File: src/rtl/reset_sequencer.sv
// Staged reset sequencer: holds NUM_CH active-low domain resets, releases them in order,
// and re-runs the sequence on software request or watchdog timeout.
module reset_sequencer #(
   parameter int NUM_CH      = 3,
   parameter int HOLD_CYCLES = 4,
   parameter int STAGE_GAP   = 2,
   parameter int WDT_WIDTH   = 16,
   parameter int WDT_TIMEOUT = 1000
) (
   input  logic              clk,
   input  logic              rst,
   input  logic              sw_reset_req,
   input  logic              wdt_enable,
   input  logic              wdt_kick,
   output logic [NUM_CH-1:0] core_rst_n,
   output logic              seq_busy,
   output logic [1:0]        reset_cause,
   output logic [7:0]        reset_count
);

   localparam int CNT_MAX = (HOLD_CYCLES > STAGE_GAP) ? HOLD_CYCLES : STAGE_GAP;
   localparam int CNT_W   = $clog2(CNT_MAX + 1);
   localparam int IDX_W   = (NUM_CH > 1) ? $clog2(NUM_CH) : 1;

   localparam logic [1:0] ST_ASSERT  = 2'd0;
   localparam logic [1:0] ST_RELEASE = 2'd1;
   localparam logic [1:0] ST_RUN     = 2'd2;

   localparam logic [1:0] CAUSE_POR = 2'b00;
   localparam logic [1:0] CAUSE_SW  = 2'b01;
   localparam logic [1:0] CAUSE_WDT = 2'b10;

   logic [1:0]           r_state;
   logic [CNT_W-1:0]     r_cnt;
   logic [IDX_W-1:0]     r_idx;
   logic [WDT_WIDTH-1:0] r_wdt_cnt;
   logic [NUM_CH-1:0]    r_rst_n;
   logic                 r_busy;
   logic [1:0]           r_cause;
   logic [7:0]           r_count;

   logic [1:0]           w_state_next;
   logic [CNT_W-1:0]     w_cnt_next;
   logic [IDX_W-1:0]     w_idx_next;
   logic [WDT_WIDTH-1:0] w_wdt_next;
   logic [NUM_CH-1:0]    w_rst_n_next;
   logic                 w_busy_next;
   logic [1:0]           w_cause_next;
   logic [7:0]           w_count_next;

   logic [NUM_CH-1:0]    w_sel;
   logic                 w_wdt_fire;
   logic                 w_stage_done;
   logic                 w_idx_last;
   logic [7:0]           w_count_inc;

   // One-hot mask of the channel to release next; ASSERT uses index 0.
   for (genvar gi = 0; gi < NUM_CH; gi++) begin : g_sel
      assign w_sel[gi] = (r_idx == IDX_W'(gi));
   end

   // A kick in the terminal-count cycle suppresses the timeout.
   assign w_wdt_fire   = (r_wdt_cnt == WDT_WIDTH'(WDT_TIMEOUT)) && !wdt_kick;
   assign w_stage_done = (r_state == ST_ASSERT) ? (r_cnt == CNT_W'(HOLD_CYCLES - 1))
                                                : (r_cnt == CNT_W'(STAGE_GAP - 1));
   assign w_idx_last   = (r_idx == IDX_W'(NUM_CH - 1));
   assign w_count_inc  = (r_count == 8'hFF) ? r_count : r_count + 8'd1;

   always_comb begin
      w_state_next = r_state;
      w_cnt_next   = r_cnt;
      w_idx_next   = r_idx;
      w_wdt_next   = '0;
      w_rst_n_next = r_rst_n;
      w_busy_next  = r_busy;
      w_cause_next = r_cause;
      w_count_next = r_count;

      case (r_state)
         ST_ASSERT, ST_RELEASE: begin
            if (sw_reset_req) begin
               w_cnt_next = '0;
               if (r_state == ST_RELEASE) begin
                  w_state_next = ST_ASSERT;
                  w_idx_next   = '0;
                  w_rst_n_next = '0;
                  w_cause_next = CAUSE_SW;
                  w_count_next = w_count_inc;
               end
            end else if (w_stage_done) begin
               w_cnt_next   = '0;
               w_rst_n_next = r_rst_n | w_sel;
               if (w_idx_last) begin
                  w_state_next = ST_RUN;
                  w_busy_next  = 1'b0;
               end else begin
                  w_state_next = ST_RELEASE;
                  w_idx_next   = r_idx + IDX_W'(1);
               end
            end else begin
               w_cnt_next = r_cnt + CNT_W'(1);
            end
         end

         ST_RUN: begin
            if (sw_reset_req || w_wdt_fire) begin
               w_state_next = ST_ASSERT;
               w_cnt_next   = '0;
               w_idx_next   = '0;
               w_rst_n_next = '0;
               w_busy_next  = 1'b1;
               w_cause_next = sw_reset_req ? CAUSE_SW : CAUSE_WDT;
               w_count_next = w_count_inc;
            end else if (wdt_kick) begin
               w_wdt_next = '0;
            end else if (wdt_enable) begin
               w_wdt_next = r_wdt_cnt + WDT_WIDTH'(1);
            end else begin
               w_wdt_next = r_wdt_cnt;
            end
         end

         default: begin
            w_state_next = ST_ASSERT;
            w_cnt_next   = '0;
            w_idx_next   = '0;
            w_rst_n_next = '0;
            w_busy_next  = 1'b1;
         end
      endcase
   end

   always_ff @(posedge clk or posedge rst) begin
      if (rst) begin
         r_state   <= ST_ASSERT;
         r_cnt     <= '0;
         r_idx     <= '0;
         r_wdt_cnt <= '0;
         r_rst_n   <= '0;
         r_busy    <= 1'b1;
         r_cause   <= CAUSE_POR;
         r_count   <= '0;
      end else begin
         r_state   <= w_state_next;
         r_cnt     <= w_cnt_next;
         r_idx     <= w_idx_next;
         r_wdt_cnt <= w_wdt_next;
         r_rst_n   <= w_rst_n_next;
         r_busy    <= w_busy_next;
         r_cause   <= w_cause_next;
         r_count   <= w_count_next;
      end
   end

   assign core_rst_n  = r_rst_n;
   assign seq_busy    = r_busy;
   assign reset_cause = r_cause;
   assign reset_count = r_count;

endmodule

File: config.mk
export PLATFORM = sky130hd
export DESIGN_NAME = reset_sequencer
export DESIGN_NICKNAME = d
export VERILOG_FILES = /design/src/rtl/reset_sequencer.sv
export SDC_FILE = /design/constraint.sdc
export NUM_CORES = 1
export LEC_CHECK = 0
export CAP_MARGIN = 20
export CORE_MARGIN = 4
export CORE_UTILIZATION = 45
export CTS_CLUSTER_SIZE = 40
export DETAILED_ROUTE_END_ITERATION = 6
export GPL_TIMING_DRIVEN = 0
export PLACE_DENSITY_LB_ADDON = 0.15
export SETUP_SLACK_MARGIN = 0.4
export SLEW_MARGIN = 10
export SYNTH_ARGS = -nofsm -noshare
export SYNTH_HDL_FRONTEND = slang
export SYNTH_SLANG_ARGS = --single-unit
File: constraint.sdc
create_clock -name clk -period 2.6 [get_ports clk]
set_input_delay 0.78 -clock clk [delete_from_list [all_inputs] [get_ports clk]]
set_output_delay 0.78 -clock clk [all_outputs]
set_load 0.01 [all_outputs]
==> results of run 1 <==
synth_stat cells, drive strengths merged, types with 2 or more instances:
cell type / count
nor2: 23
ha: 11
nor2b: 2
and3: 5
xnor2: 9
and4: 2
mux2: 2
a21oi: 6
nor4: 3
xor2: 11
nor3: 8
o21ai: 6
inv: 11
or3: 2
nand2b: 3
nand2: 17
nand3: 10
or2: 2
a22o: 2
nand4: 5
dfrtp: 36
metal layers:
layer | vias up | global-route usage, % | part of all wire [%]
li1 | 722 | - | -
met1 | 711 | 18.8 | 44
met2 | 26 | 27.0 | 50
met3 | 4 | 4.46 | 4.3
met4 | 0 | 5.14 | 1.0
met5 | - | 0 | 0
worst max path at each step:
stage	from	to	slack [ps]	cells after the start
2_1_floorplan	wdt_kick	reset_count[1]	580	5
3_3_place_gp	wdt_kick	r_idx[0]	-60	6
3_5_place_dp	wdt_kick	r_wdt_cnt[9]	-110	6
4_1_cts	wdt_enable	r_wdt_cnt[15]	450	7
5_1_grt	seq_busy	seq_busy	440	1
6_report	seq_busy	seq_busy	470	1
flip-flops by register name, indices dropped and copies added (netlist names):
register	cells
r_state	2
seq_busy	1
r_wdt_cnt	16
core_rst_n	3
r_idx	2
reset_cause	2
reset_count	8
r_cnt	3
report_power, final:
group	leakage, nW	internal, mW	switching, mW
Sequential	0.480	0.720	0.131
Combinational	0.462	0.507	0.472
Clock	0.0542	0.239	0.195
through the flow:
stage / cells / util, % / total power [mW] / TNS, ps / hold slack [ps]
2_1_floorplan: 192 / - / 1.45 / 0 / 479
6_report: 271 / 57.8 / 2.26 / 0 / 491
3_3_place_gp: 260 / 53.9 / 1.76 / -610 / 481
4_1_cts: 271 / 57.5 / 2.30 / 0 / 495
5_1_grt: 271 / 57.8 / 2.44 / 0 / 537
3_5_place_dp: 260 / 53.9 / 1.79 / -1110 / 483
layout make-up:
class | count | share of cell area (%)
repair buffers | 21 | 8.52
well taps | 50 | 2.63
plain buffers | 2 | 0.683
flip-flops and latches | 37 | 39.0
clock inverters | 1 | 0.210
inverters | 11 | 1.74
clock buffers | 7 | 4.05
multi-input cells | 142 | 43.2
timing repair:
| action | CTS | global route |
|---|---|---|
| endpoints found under the setup margin | 23 | 2 |
| resized for setup | 7 | 3 |
| setup buffers | 3 | 0 |
| cloned | 0 | 0 |
| pin swaps | 3 | 0 |
kinds of logic after synthesis:
group | count (synthesis) | share of synthesized area [%]
compound gates | 22 | 7.99
xor+xnor | 20 | 8.87
fa+ha+maj | 11 | 6.97
buf+inv | 13 | 2.85
flops | 37 | 47.0
mux | 3 | 1.65
simple gates | 86 | 24.7
==> results.md, run 1 <==
* CP endpoint kind: output port
* Routed vias at 1463
* CTS Hold Buffers Added at 0
* Drt first pass iters at 4
* Hold Path Sink: reset_count[7]
* Die area at between 5000 and 6000 um2
* Multi-input gate area at 1030 um2
* # IOs at 19
* CP bufs+invs at 1
* Pwr/cell area at 952 nW/um2
* Ys Warns at 0
* Max Cap Viol at 0
* Root buffer selected by CTS: clkbuf_8
* Req. time, crit path at 1820 ps
* Commonest non-fill, non-tap cell in the layout: dfrtp_1
* Routed len/inst at 13.7 um
* WP data arrival at around 1400 ps
* Syn Nets at 208
* Place WS at -109 ps
* Clk slew on worst S/H paths at 80 ps
* Crit-path max FO at 2
* Final WL at 3.71 mm
* Flops & latches, synth at 37
* CTS max path bufs at 2
* Buffers on Ports at 18
* Hold WC Path Type: reg -> reg
* Worst R2R Path Depth at 7
* H-tree depth at 2
* FF/Latch Area at 927 um2
* Synth top area share at a little under half
* Initial Util at 48.0%
* Grt total ovfl at 0
* Initial antenna violation count at 0
* Vias per cell at 5.40
* CP max stage cell: dfstp_2
* Predominant post-synthesis flop cell: dfrtp_1
* Synthesized instance count at 192
* Fin Clk Skew at about 9.3 ps
* Nets@finish at about 240
* Final critical-path share of the clock period at 82.0%
* Post-synth EDFFs at 0
* First-pass GRT wire length at 6.66 mm
* Iteration-0 DRC Markers at 52
* CP max stage delay at 540 ps
* Worst-margin pin slew at approximately 740 ps
* CTS tree: yes
* Crit start category: register
* Seq/Total Area, Yosys at 47.0%
* Vias in the first global route at ~1500
* Die width at 74.2 um
* RSZ-0062 raised after global routing: false
* Ranking of synthesized cells by area: dfrtp_1 46%, ha_1 7.0%, xor2_1 4.9%, nor2_1 4.4%, xnor2_1 4.0%
* Post-DP HPWL at 2.73 mm
* DP Area at 2220 um2
* Type of the worst setup path: reg -> out
* Final hold viol count at 0
* Synth-to-layout area growth at 20.5%
* Largest net degree at the start of global routing at 38
* Worst rel slew slack at 50.5%
* Yosys cell types at 42
* # rows at 23
* Commonest non-fill, non-tap cells in the layout: 36 x dfrtp_1, 23 x nor2_1, 17 x nand2_1
* Setup ws final at 468 ps
* GRT Util Overall at 15.6%
* Design Area, Final at 2380 um2
* Post-Syn Area at slightly below 2000 um2
* Share of layout cells above drive strength 1 at 14.5%
* Core ar. at 4120 um2
* Fin crit period at approximately 2100 ps
* GP Congestion at 0.826
* Run status: finished, final reports clean
* Final ANT Viol Nets at 0
* Diode count at 0
* Flop2flop setup slack at 550 ps
* Max Freq at 469 MHz
* Latest clock arrival within the worst-skew pair at 290 ps
* Final setup viols at 0
* Final Max Slew Viols at 0
* Async SR Flop Fraction at 100%
* Fill cells at ~350
* Hold path start: reset_count[7]
* Die H at 74.2 um
* CP top delay family: flip-flops
* Lkg Pwr at 0.996 nW
* Drt drc at 0
* R2R Path End: reset_count[1]
* Syn_area_per_cell at 10.3 um2
* Cell taking the most area after synthesis: dfrtp_1
* Reg-to-reg startpoint: r_state[0]
* Maximum vdd ir drop at 0.309 mV
* Worst hold stages at 1
* CTS Buf Count at 5
* Cell Chain, Critical Path: clkdlybuf4s50_1
* CTS sink cnt at 37
No activity file was read; power rests on OpenSTA's default activity.
==> run 2, diff against run 1 <==
Clock period 2.6 ns to 1.8 ns, I/O delays scaled along.
==> run 2 against run 1 <==
Effect of this change: the flow now finishes with violations (negative setup slack); total power is 85% higher; setup slack worse by 680 ps; critical path depth is 6 higher; combinational power is 150% higher; sequential power is 41% higher; die area stayed put; final cell count is 15% higher; highest routed layer unchanged.
==> results.md, run 2 (synthesized netlist as in run 1, its figures left out) <==
* Run status: finished with violations (was finished, final reports clean)
* Failing checks: negative setup slack
* Vias in the first global route at 1734 (was 1496)
* Final ANT Viol Nets at 0 (unchanged)
* CP max stage cell: dfrtp_1 (was dfstp_2)
* Setup ws final at -212 ps (was 468 ps)
* Drt first pass iters at 4 (unchanged)
* H-tree depth at 2 (unchanged)
* Cell Chain, Critical Path: inv_2 -> ha_2 -> or2_4 -> a221oi_4 -> a21bo_1 -> buf_6 -> mux2_4 (was clkdlybuf4s50_1)
* Pwr/cell area at 1410 nW/um2 (was 952 nW/um2)
* Worst-margin pin slew at 628 ps (was 741 ps)
* Largest reg by FF count: r_wdt_cnt (unchanged)
* Total chip power at 4.19 mW (was 2.26 mW)
* Commonest non-fill, non-tap cell in the layout: dfrtp_1 (unchanged)
* CTS Hold Buffers Added at 0 (unchanged)
* Worst rel slew slack at 58.1% (was 50.5%)
* Fin crit period at 2010 ps
* # rows at 23 (unchanged)
* Crit start category: register (unchanged)
* CP max stage delay at 370 ps (was 540 ps)
* GRT Util Overall at 19.4% (was 15.6%)
* Clk slew on worst S/H paths at 80 ps (about the same)
* Final critical-path share of the clock period at 112%
* Drt drc at 0 (unchanged)
* Final hold viol count at 0 (unchanged)
* First-pass GRT wire length at 8.18 mm (was 6.66 mm)
* Largest net degree at the start of global routing at 38 (unchanged)
* Worst hold slack at 495 ps (was 491 ps)
* Commonest non-fill, non-tap cells in the layout: 35 x dfrtp_1, 28 x buf_4, 21 x buf_6 (was 36 x dfrtp_1, 23 x nor2_1, 17 x nand2_1)
* Buffers on Ports at 18 (unchanged)
* RSZ-0062 raised after global routing: true (was false)
* Die width at 74.2 um (unchanged)
* Nets@finish at 276 (was 236)
* Req. time, crit path at 1980 ps (was 1820 ps)
* Final Max Slew Viols at 0 (unchanged)
* Initial antenna violation count at 0 (unchanged)
* Share of layout cells above drive strength 1 at 48.3% (was 14.5%)
* Final WL at 5.16 mm (was 3.71 mm)
* CTS Buf Count at 5 (unchanged)
* Iteration-0 DRC Markers at 55 (was 52)
* Diode count at 0 (unchanged)
* Hold WC Path Type: reg -> reg (unchanged)
* CP endpoint kind: register (was output port)
* Synth-to-layout area growth at 50.8% (was 20.5%)
* Core ar. at 4120 um2 (unchanged)
* CP top delay family: compound AO/OA/AOI/OAI gates (was flip-flops)
* Design Area, Final at 2980 um2 (was 2380 um2)
* Routed vias at 1719 (was 1463)
* Root buffer selected by CTS: clkbuf_8 (unchanged)
* CTS max path bufs at 2 (unchanged)
* CTS sink cnt at 37 (unchanged)
* DP Area at 2280 um2 (was 2220 um2)
* Layout Utilization at 72.3% (was 57.8%)
* Crit-path max FO at 7 (was 2)
* Type of the worst setup path: reg -> reg (was reg -> out)
* CTS tree: yes (unchanged)
* CP bufs+invs at 2 (was 1)
* Max Freq at about 500 MHz
* Max reg flops at 16 (unchanged)
* Routed len/inst at 16.6 um (was 13.7 um)
* Latest clock arrival within the worst-skew pair at 290 ps (about the same)
* Fin Clk Skew at 10.6 ps (was 9.25 ps)
* Post-DP HPWL at 2.84 mm (was 2.73 mm)
* Initial Util at 48.0% (unchanged)
* Number of cells after detailed placement at 260 (unchanged)
* Die area at 5510 um2 (unchanged)
* Max Cap Viol at 0 (unchanged)
* Fill cells at 277 (was 351)
* Final setup viols at 14 (was 0)
* WP data arrival at 2190 ps (was 1350 ps)
* Lkg Pwr at 1.29 nW (was 0.996 nW)
* Grt total ovfl at 0 (unchanged)
* Vias per cell at 5.53 (was 5.40)
* Maximum vdd ir drop at 0.523 mV (was 0.309 mV)
* Non-Filler Instances at 311 (was 271)
* # IOs at 19 (unchanged)
* Die H at 74.2 um (unchanged)
* GP Congestion at 0.843 (was 0.826)
[run 2: layout make-up]
| cell class | instances | area [um2] | area share (%) |
|---|---|---|---|
| buffer | 2 | 36.3 | 1.22 |
| inverter | 11 | 42.5 | 1.43 |
| timing repair buffer | 61 | 529 | 17.8 |
| clock inverter | 1 | 5.00 | 0.168 |
| sequential | 37 | 928 | 31.2 |
| tap | 50 | 62.6 | 2.10 |
| clock buffer | 7 | 76.3 | 2.56 |
| multi-input combinational | 142 | 1300 | 43.5 |
[run 2: worst paths after layout]
kind | from | end | slack (ps) | depth (start not counted)
worst min register to register | reset_cause[1] | reset_cause[1] | 500 | 1
min in group asynchronous | rst | r_state[1] | 630 | 2
worst max register to register | r_state[1] | reset_count[1] | -210 | 7
max in group asynchronous | rst | reset_count[2] | 760 | 2
worst min-delay path | reset_cause[1] | reset_cause[1] | 500 | 1
worst max-delay path | r_state[1] | reset_count[1] | -210 | 7
[run 2: through the flow]
step | setup slack (ps) | setup TNS (ps)
global route | -294 | -3260
finish | -212 | -1850
floorplan | -43.8 | -43.8
CTS | -107 | -477
global placement | -574 | -25680
detailed placement | -582 | -13970
[run 2: routing by layer]
metal	vias up	routed length (um)	GRT usage, %
met5	-	0	0
li1	799	-	-
met4	0	115	5.73
met1	860	2120	22.0
met3	11	198	4.19
met2	49	2730	36.3
[run 2: where the power goes]
part           internal, mW  switching, mW
clock network         0.272          0.292
logic                  1.31           1.12
registers              1.04          0.162
[run 2: what timing repair did]
item | in CTS | in global routing
buffers inserted | 31 | 11
endpoints found under the setup margin | 51 | 47
gates resized for setup | 119 | 27
pin swaps | 24 | 6
cloned | 1 | 0
==> run 3, diff against run 2 <==
Settings changed: CTS_CLUSTER_SIZE 40 to 28, REMOVE_ABC_BUFFERS set to 1.
Clock period 1.8 ns to 2.18 ns, I/O delays scaled along.
==> run 3 against run 2 <==
Effect of this change: the flow now finishes without violations; total power is 28% lower; combinational power is 38% lower; worst hold slack better by 4.9 ps; first-iteration DRC count is 16% higher; count of clock-buffer cells in the layout is 1 lower; global-route usage is 2.1 points lower; utilization is 11 points lower; critical path type unchanged; largest power group unchanged.
==> results.md, run 3 (synthesized netlist as in run 1, its figures left out) <==
* Layout Utilization at 61.6% (was 72.3%)
* Final ANT Viol Nets at 0 (unchanged)
* # IOs at 19 (unchanged)
* Final WL at 4.31 mm (was 5.16 mm)
* Met3 global-route usage at 5.27% (was 4.19%)
* Iteration-0 DRC Markers at 64 (was 55)
* Initial antenna violation count at 0 (unchanged)
* H-tree depth at 2 (unchanged)
* Clock share of power at 17.1% (was 13.5%)
* Core ar. at 4120 um2 (unchanged)
* Fin crit period at 1920 ps (was 2010 ps)
* CP max stage delay at 400 ps (was 370 ps)
* Pwr/cell area at 1190 nW/um2 (was 1410 nW/um2)
* Setup ws final at 256 ps (was -212 ps)
* Max Cap Viol at 0 (unchanged)
* Worst hold slack at 500 ps (was 495 ps)
* Drt first pass iters at 4 (unchanged)
* Diode count at 0 (unchanged)
* Total chip power at 3.01 mW (was 4.19 mW)
* Die width at 74.2 um (unchanged)
* Sw Share at 37.0% (was 37.4%)
* Busiest layer in global routing: met2 (unchanged)
* Reg power frac at 33.0% (was 28.7%)
* Met2 GRT Util at 30.8% (was 36.3%)
* Place WS at -364 ps (was -582 ps)
* CP Launch Point: r_state[0] (was r_state[1])
* Grt total ovfl at 0 (unchanged)
* Commonest non-fill, non-tap cell in the layout: dfrtp_1 (unchanged)
* Vias in the first global route at 1619 (was 1734)
* Final Max Slew Viols at 0 (unchanged)
* Hold path start: reset_cause[1] (unchanged)
* CP max stage cell: dfrtp_1 (unchanged)
* GRT Util Overall at 17.3% (was 19.4%)
* Final setup viols at 0 (was 14)
* CTS tree: yes (unchanged)
* Met1 global-route usage at 18.4% (was 22.0%)
* Vias per cell at 5.45 (was 5.53)
* Clk slew on worst S/H paths at 90 ps (was 80 ps)
* Routed len/inst at 15.1 um (was 16.6 um)
* Type of the worst setup path: reg -> reg (unchanged)
* Crit-path max FO at 7 (unchanged)
* Post-DP HPWL at 2.86 mm (was 2.84 mm)
* Largest net degree at the start of global routing at 38 (unchanged)
* CTS max path bufs at 2 (unchanged)
* Root buffer selected by CTS: clkbuf_8 (unchanged)
* Final hold viol count at 0 (unchanged)
* Run status: finished, final reports clean (was finished with violations)
* Fin Clk Skew at 14.1 ps (was 10.6 ps)
* Largest reg by FF count: r_wdt_cnt (unchanged)
* Commonest non-fill, non-tap cells in the layout: 34 x dfrtp_1, 21 x nor2_1, 17 x buf_4 (was 35 x dfrtp_1, 28 x buf_4, 21 x buf_6)
* R2R Path End: reset_count[1] (unchanged)
* Maximum vdd ir drop at 0.496 mV (was 0.523 mV)
* Comb pwr share at 49.9% (was 57.8%)
* Total negative slack at 0 ps (was -1850 ps)
* GP Congestion at 0.805 (was 0.843)
* Worst hold stages at 1 (unchanged)
* Drt drc at 0 (unchanged)
* Share of layout cells above drive strength 1 at 26.7% (was 48.3%)
* WP data arrival at 2100 ps (was 2190 ps)
* Flop2flop setup slack at 260 ps (was -210 ps)
* # rows at 23 (unchanged)
* CTS sink cnt at 37 (unchanged)
* Hold WC Path Type: reg -> reg (unchanged)
* First-pass GRT wire length at 7.23 mm (was 8.18 mm)
* Buffers on Ports at 18 (unchanged)
* Reg-to-reg startpoint: r_state[0] (was r_state[1])
* CP endpoint kind: register (unchanged)
* CTS Buf Count at 5 (unchanged)
* Die H at 74.2 um (unchanged)
* Psw at 1.11 mW (was 1.57 mW)
* Crit start category: register (unchanged)
* RSZ-0062 raised after global routing: true (unchanged)
* Worst R2R Path Depth at 6 (was 7)
* Nets@finish at 251 (was 276)
* Final critical-path share of the clock period at 88.3% (was 112%)
* Worst rel slew slack at 48.7% (was 58.1%)
* Latest clock arrival within the worst-skew pair at 300 ps (was 290 ps)
* Initial Util at 48.0% (unchanged)
* Synth-to-layout area growth at 28.5% (was 50.8%)
* Hold Path Sink: reset_cause[1] (unchanged)
* Max reg flops at 16 (unchanged)
* Die area at 5510 um2 (unchanged)
* Lkg Pwr at 1.11 nW (was 1.29 nW)
* Routed vias at 1559 (was 1719)
* Max Freq at 520 MHz (was 497 MHz)
* Internal cell power at 1.89 mW (was 2.62 mW)
* Cell Chain, Critical Path: inv_2 -> ha_4 -> or2_4 -> a221oi_2 -> a21bo_4 -> mux2_4 (was inv_2 -> ha_2 -> or2_4 -> a221oi_4 -> a21bo_1 -> buf_6 -> mux2_4)
* Worst-margin pin slew at 769 ps (was 628 ps)
* Req. time, crit path at 2360 ps (was 1980 ps)
run 3: stage by stage:
| step | cells | instance area, um2 |
|---|---|---|
| floorplan | 190 | 1960 |
| global placement | 258 | 2200 |
| detailed placement | 258 | 2200 |
| CTS | 282 | 2490 |
| global route | 286 | 2540 |
| finish | 286 | 2540 |
run 3: critical path, delay by kind of cell (launching register included):
family                     cells  cell delay [ps]
adders and majority gates      1              180
muxes                          1              300
buffers and inverters          1               80
DFF                            1              400
AOI/OAI and AO/OA              2              570
and+or+nand+nor                1              260
run 3: timing repair:
action | in CTS | in global routing
endpoints found under the setup margin | 51 | 23
pin swaps | 13 | 5
buffers inserted | 16 | 4
hold buffers | 0 | 0
hold endpoints to repair | 0 | 0
gates resized for setup | 41 | 12
run 3: power by group through the flow:
stage | Clock [mW] | Combinational (mW) | Sequential (mW)
after global placement | 0 | 1.04 | 1.02
final | 0.514 | 1.50 | 0.992
after CTS | 0.527 | 1.39 | 0.985
after detailed placement | 0 | 1.09 | 1.03
after floorplan | 0 | 0.647 | 1.05
after global routing | 0.556 | 1.63 | 1.02
run 3: layout make-up:
type                       instances  area, um2
inverter                          11       41.3
sequential                        37        930
clock inverter                     2       13.8
tap                               50       62.6
clock buffer                       6       82.6
timing repair buffer              38        314
fill                             349       1580
multi-input combinational        142       1090
run 3: worst max path at each step:
| stage | slack, ps | depth (start not counted) | endpoint |
|---|---|---|---|
| floorplan | 250 | 6 | reset_count[1] |
| global placement | -350 | 6 | r_idx[0] |
| detailed placement | -360 | 6 | r_idx[0] |
| CTS | 280 | 6 | reset_count[1] |
| global route | 210 | 7 | reset_count[5] |
| finish | 260 | 6 | reset_count[1] |
run 3: per-layer routing:
layer / wire length [um] / share of wire [%] / vias up
li1: - / - / 749
met1: 1760 / 41 / 770
met2: 2280 / 53 / 27
met3: 150 / 3.5 / 13
met4: 117 / 2.7 / 0
met5: 0 / 0 / -
